==> src/rtl/pipe_stage_reg.sv <==
// ----------------------------------------------------------------------------
// pipe_stage_reg
//
// Valid/ready handshaked pipeline stage register that sits between two
// adjacent stages of the RISC-V core (IF/ID, ID/EX, ...). It supports
// downstream stall, a synchronous flush that kills every held beat, and a
// configurable payload width.
//
// Build option (macro PIPE_SKID_EN):
//   defined   : 2-entry stage (main + skid register). in_ready is a flop
//               output, so there is no combinational path from out_ready
//               to in_ready. occupancy ranges 0..2.
//   undefined : single-entry stage. in_ready = !out_valid | out_ready
//               (combinational from out_ready). occupancy ranges 0..1 and
//               bit 1 is tied to 0. No skid register is built.
//
// Parameters:
//   DATA_W     payload width (default packs {pc[31:0], instr[31:0]})
//   FLUSH_VAL  payload loaded at reset and on flush (e.g. a NOP)
//
// Ports:
//   clk        in   clock, rising edge
//   rst_n      in   asynchronous active-low reset
//   flush      in   synchronous kill of all held beats
//   in_valid   in   upstream beat valid
//   in_ready   out  stage can accept a beat this cycle
//   in_data    in   upstream payload
//   out_valid  out  stage holds a valid beat
//   out_ready  in   downstream accepts the beat this cycle
//   out_data   out  payload of the oldest held beat (main register)
//   occupancy  out  number of held beats
// ----------------------------------------------------------------------------
module pipe_stage_reg #(
    parameter int                DATA_W    = 64,
    parameter logic [DATA_W-1:0] FLUSH_VAL = {DATA_W{1'b0}}
) (
    input  logic              clk,
    input  logic              rst_n,
    input  logic              flush,
    input  logic              in_valid,
    output logic              in_ready,
    input  logic [DATA_W-1:0] in_data,
    output logic              out_valid,
    input  logic              out_ready,
    output logic [DATA_W-1:0] out_data,
    output logic [1:0]        occupancy
);

`ifdef PIPE_SKID_EN

    // State value doubles as the occupancy count.
    typedef enum logic [1:0] {
        S_EMPTY = 2'd0,
        S_ONE   = 2'd1,
        S_FULL  = 2'd2
    } state_t;

    state_t              r_state;
    logic [DATA_W-1:0]   r_main;
    logic [DATA_W-1:0]   r_skid;
    logic                r_in_ready;

    logic                w_in_fire;
    logic                w_out_fire;

    assign w_in_fire  = in_valid & r_in_ready;
    assign w_out_fire = (r_state != S_EMPTY) & out_ready;

    always_ff @(posedge clk or negedge rst_n) begin
        if (!rst_n) begin
            r_state    <= S_EMPTY;
            r_main     <= FLUSH_VAL;
            r_skid     <= FLUSH_VAL;
            r_in_ready <= 1'b1;
        end else if (flush) begin
            // Any beat offered this cycle is dropped; an output fire this
            // cycle has already been taken by the downstream stage.
            r_state    <= S_EMPTY;
            r_main     <= FLUSH_VAL;
            r_skid     <= FLUSH_VAL;
            r_in_ready <= 1'b1;
        end else begin
            case (r_state)
                S_EMPTY: begin
                    if (w_in_fire) begin
                        r_state <= S_ONE;
                        r_main  <= in_data;
                    end
                    r_in_ready <= 1'b1;
                end
                S_ONE: begin
                    if (w_in_fire && w_out_fire) begin
                        r_main     <= in_data;
                        r_in_ready <= 1'b1;
                    end else if (w_in_fire) begin
                        // Downstream stalled: park the new beat in skid.
                        r_state    <= S_FULL;
                        r_skid     <= in_data;
                        r_in_ready <= 1'b0;
                    end else if (w_out_fire) begin
                        r_state    <= S_EMPTY;
                        r_in_ready <= 1'b1;
                    end else begin
                        r_in_ready <= 1'b1;
                    end
                end
                S_FULL: begin
                    // in_ready is low here, so no input fire is possible.
                    if (w_out_fire) begin
                        r_state    <= S_ONE;
                        r_main     <= r_skid;
                        r_in_ready <= 1'b1;
                    end else begin
                        r_in_ready <= 1'b0;
                    end
                end
                default: begin
                    // Unreachable encoding: recover to a clean empty stage.
                    r_state    <= S_EMPTY;
                    r_main     <= FLUSH_VAL;
                    r_skid     <= FLUSH_VAL;
                    r_in_ready <= 1'b1;
                end
            endcase
        end
    end

    assign in_ready  = r_in_ready;
    assign out_valid = (r_state != S_EMPTY);
    assign out_data  = r_main;
    assign occupancy = r_state;

`else

    logic                r_valid;
    logic [DATA_W-1:0]   r_main;

    logic                w_in_ready;
    logic                w_in_fire;
    logic                w_out_fire;

    // Single entry: a new beat is only accepted if the held one leaves
    // in the same cycle (or the stage is empty).
    assign w_in_ready = ~r_valid | out_ready;
    assign w_in_fire  = in_valid & w_in_ready;
    assign w_out_fire = r_valid & out_ready;

    always_ff @(posedge clk or negedge rst_n) begin
        if (!rst_n) begin
            r_valid <= 1'b0;
            r_main  <= FLUSH_VAL;
        end else if (flush) begin
            r_valid <= 1'b0;
            r_main  <= FLUSH_VAL;
        end else if (w_in_fire) begin
            r_valid <= 1'b1;
            r_main  <= in_data;
        end else if (w_out_fire) begin
            r_valid <= 1'b0;
        end
    end

    assign in_ready  = w_in_ready;
    assign out_valid = r_valid;
    assign out_data  = r_main;
    assign occupancy = {1'b0, r_valid};

`endif

endmodule
==> config.mk <==
export PLATFORM = sky130hd
export DESIGN_NAME = pipe_stage_reg
export DESIGN_NICKNAME = d
export VERILOG_FILES = /design/src/rtl/pipe_stage_reg.sv
export SDC_FILE = /design/constraint.sdc
export NUM_CORES = 1
export LEC_CHECK = 0
export ABC_AREA = 1
export CELL_PAD_IN_SITES_DETAIL_PLACEMENT = 1
export CELL_PAD_IN_SITES_GLOBAL_PLACEMENT = 1
export CORE_MARGIN = 5
export CORE_UTILIZATION = 29
export CTS_CLUSTER_DIAMETER = 30
export DETAILED_ROUTE_END_ITERATION = 12
export PLACE_DENSITY_LB_ADDON = 0.3
export REMOVE_ABC_BUFFERS = 1
export SYNTH_ARGS = -nofsm -noshare
export SYNTH_HDL_FRONTEND = slang
export SYNTH_SLANG_ARGS = --single-unit
export TNS_END_PERCENT = 50
==> constraint.sdc <==
create_clock -name clk -period 1.13 [get_ports clk]
set_input_delay 0.1695 -clock clk [delete_from_list [all_inputs] [get_ports clk]]
set_output_delay 0.1695 -clock clk [all_outputs]
set_load 0.01 [all_outputs]
* Word-level counts from Yosys, hierarchy flattened *
Index checks and enable logic that the tools add are counted.

word-level totals
  register bits after elaboration = 65
  input bits = 69
  output and inout port bits = 68
  logic and storage cells = 13

operators by class
  mux-type cells = 5
  bitwise gates (word level) = 4
  reduce and logical (&&, ||, !) cells = 2

operator list
  kind                number
  $mux W64            2
  $mux W1             3
  $reduce_bool A3 Y1  1
  $and A1 B1 Y1       2
  $reduce_bool A2 Y1  1
  $not A1 Y1          1
  $or A1 B1 Y1        1

* Longest topological paths before layout *
  word-level depth = 5
  mapped depth = 6
  depth with buffers taken out = 5

* Worst setup path before layout *
No wires, ideal clock.

  path kind = register to register
  start = reg r_valid, in the netlist out_valid
  end = reg r_main[0], in the netlist out_data[0]
  setup time = 118 ps
  arrival = 923 ps
  required time = 1012 ps
  setup slack = 90 ps
  stages on the path, launching flop included = 6
  buffers on the path = 1
  clock period less this slack = 1040 ps
  cell sequence = dfrtp_1 nand2_2 nand2_2 buf_6 nand3_1 nand2_1

between the ends
  word-level cells in the longest chain between the ends = 4

ends and longest elaborated chain
  item                                 line  source
  start, declared                      135   logic r_valid;
  start signal, assigned               150   r_valid <= 1'b0;
  start signal, assigned               153   r_valid <= 1'b0;
  start signal, assigned               156   r_valid <= 1'b1;
  $not A1 Y1                           144   assign w_in_ready = ~r_valid | out_ready;
  $or A1 B1 Y1                         144
  $and A1 B1 Y1                        145   assign w_in_fire = in_valid & w_in_ready;
  $reduce_bool A2 Y1 (no source line)  --
  end signal, assigned                 157   r_main <= in_data;
  end, declared                        136   logic [DATA_W-1:0] r_main;

Every way passes these cells.
A chain may end at the register's enable or synchronous reset.

* Final worst setup path *
  start = reg r_valid, in the netlist out_valid
  end = reg r_main[48], in the netlist out_data[48]

Same word-level chain as after synthesis.

==> flow_summary.toml <==
[run_status]
outcome = "complete, but fails checks"
violations = "negative setup slack"

[routing]
viasPerCell = 4.990
drcViolationCount = 0
first_pass_iters = 4
wl_per_cell_um = 18.04
drt_wl_total_mm = 10.52
final_antenna_net_count = 0
vias = 2909
drt_iter0_drc = 92

[synthesis]
synth_ff_type = "dfrtp_1"
synth_area_leaders = "dfrtp_1, nand4_1, nand3_1, nand2_1, buf_2"
yosys.area.top_type = "dfrtp_1"
ys_warn_count = 0
synth-async-reset-ratio_pct = 100.0
yosys-top-cells-count = "dfrtp_1, nand2_1, nand3_1, nand4_1, buf_2"
synth_enable_flop_cells = 0
netlist_area_um2 = 2859
synthCells = 300
synth.distinct_cells = 12
yosysMostFrequentCell = "dfrtp_1"
synth_top_area_share_pct = 56.89
synth-seq-cells = 65
syn_avg_cell_area_um2 = 9.530
ys_seq_area_share_pct = 56.89

[critical_path]
cp_slowest_cell = "dfrtp_1"
slowest_delay_ns = 0.40
critical_path_class = "reg -> reg"
cp.arrival_ns = 1.51
end_kind = "register"
path_cells = "buf_6, nand2_8, buf_6, nand2_8, buf_16, nand3_1, nand2_1"
cp-start-kind = "register"
rr_worst_depth = 7
required_ns = 1.36
path_max_fanout = 9

[power_and_ir_drop]
switchingPower_mw = 1.558
clkPwrFrac_pct = 31.1
p_seq_share_pct = 47.3
p_int_mw = 3.835
ir_drop_mv = 0.4403
leakage_nw = 2.385
power_mw = 5.394
sw_frac_of_total_pct = 28.89
comb_power_share_pct = 21.6
powerDensity_nw_per_um2 = 1151

[global_routing]
grt_pass1_wl_mm = 15.44
grtUsageMet3_pct = 4.169
busiest_layer = "met2"
grt_start_max_net_pins = 66
grt_pass1_vias = 2955
overflow = 0
use_met1_pct = 21.50
track_usage_pct = 16.61
antenna_found_initial = 0
use_met2_pct = 27.24

[clock_network]
worstSkewPairLatency_ns = 0.33
root_buffer = "clkbuf_8"
clk_pin_slew_ns = 0.07
clkSinkCount = 65
numCtsBuffers = 9
cts_htree_levels = 3
clockBufferDepth = 2
cts_tree = "yes"

[die]
ios = 137
rows = 36
start_util_pct = 29.52
die_x_um = 109.3
die_y_um = 109.3
dieArea_um2 = 11940
core-area_um2 = 9684

[finish]
antenna_cells = 0
final_cells = 583
drive_above_1_share_pct = 35.11
nets = 514
design_area_um2 = 4684
syn2layout_area_growth_pct = 63.85

[timing]
skew_ns = 0.007740
min_period_ns = 1.285
drv_slew = 0
hold_violations = 0
tns_ns = -7.056
fmax_mhz = 778.5
setup_viol = 67
period_share_pct = 113.7
setup_ws_ns = -0.1546
grt_setup_unrepaired = "true"

[placement]
port_buffers = 135
gp_congestion = 0.6997
pre_cts_slack_ns = -0.4062
dp_hpwl_mm = 6.423
dpl_cell_area_um2 = 4365
numPlacedInstances = 548

[min_path]
min_path_type = "in -> reg"
worstHoldPathCells = 3

[flow_run]
max_cap_viol_count = 0
-- what timing repair did --
item,4_1_cts,5_1_grt
endpoints found under the hold margin,65,0
gates cloned,2,3
endpoints found under the setup margin,131,92
resized for setup,256,63
pin swaps,0,1
hold buffers,1,0
buffers inserted,12,1
-- power by group through the flow --
stage | logic [mW] | clock network (mW) | registers, mW
after global placement | 1.10 | 0 | 2.59
final | 1.16 | 1.68 | 2.55
after detailed placement | 1.12 | 0 | 2.59
after floorplan | 0.238 | 0 | 2.65
after global routing | 1.26 | 1.84 | 2.57
after CTS | 1.12 | 1.73 | 2.54
-- final cells by class --
class                           count  area [um2]
Tap cell                          133       166.4
Inverter                            3       13.76
Fill cell                        1110        5000
Multi-Input combinational cell    196        1197
Sequential cell                    65        1627
Timing Repair Buffer              170        1525
Clock inverter                      4       20.02
Clock buffer                       12       135.1
-- registers in the layout (all words and copies together) (netlist names) --
| signal | count |
|---|---|
| out_data | 64 |
| out_valid | 1 |
-- metrics by stage --
step           utilization [%]  hold WS (ns)
2_1_floorplan                -       -0.1261
3_3_place_gp             45.08        0.2052
3_5_place_dp             45.08        0.2081
4_1_cts                  47.13        0.2073
5_1_grt                  48.37        0.2292
6_report                 48.37        0.2199
-- layer usage --
metal  up-vias  wire length, um
met2        98             5315
met4         0              121
li1       1356                -
met3        10              629
met1      1445             4450
met5         -                0
-- cell usage in the layout (no fill, tap or decap), types with 3 or more instances in the layout --
master and count:
clkbuf_2 5, nand3_2 36, buf_6 5, buf_4 17, clkbuf_1 3, nand2_2 3
buf_12 10, buf_2 60, nand4_1 64, clkbuf_16 3, clkdlybuf4s50_1 66, clkbuf_8 9
dfrtp_1 65, nand2_1 61, clkinv_2 4, nand3_1 28
-- worst max-delay path: cells and delay by family, from the launching register on --
kind	cells	cell delay, ns
flip-flops	1	0.40
buffers and inverters	3	0.43
AND/OR/NAND/NOR	4	0.33
-- path summary, 6_finish.rpt --
check                                          from                       end  slack, ns
max in group asynchronous                     rst_n  out_data[40]$_DFFE_PN0P_       0.44
setup / recovery              out_valid$_DFFE_PN0P_  out_data[48]$_DFFE_PN0P_      -0.15
hold reg to reg            out_data[40]$_DFFE_PN0P_  out_data[40]$_DFFE_PN0P_       0.50
min in group asynchronous                     rst_n  out_data[24]$_DFFE_PN0P_       0.35
setup reg to reg              out_valid$_DFFE_PN0P_  out_data[48]$_DFFE_PN0P_      -0.15
hold / removal                             in_valid  out_data[46]$_DFFE_PN0P_       0.22
-- cell families (layout without fill, tap and decap cells) --
family                 Yosys count  after routing  share of synthesized area [%]
buffers and inverters           39            189                          8.752
other                            1              1                         0.1312
flip-flops                      65             65                          56.89
AO/OA/AOI/OAI                    1              1                         0.1749
AND/OR/NAND/NOR                194            194                          34.05
(Power assumes the default switching activity.)
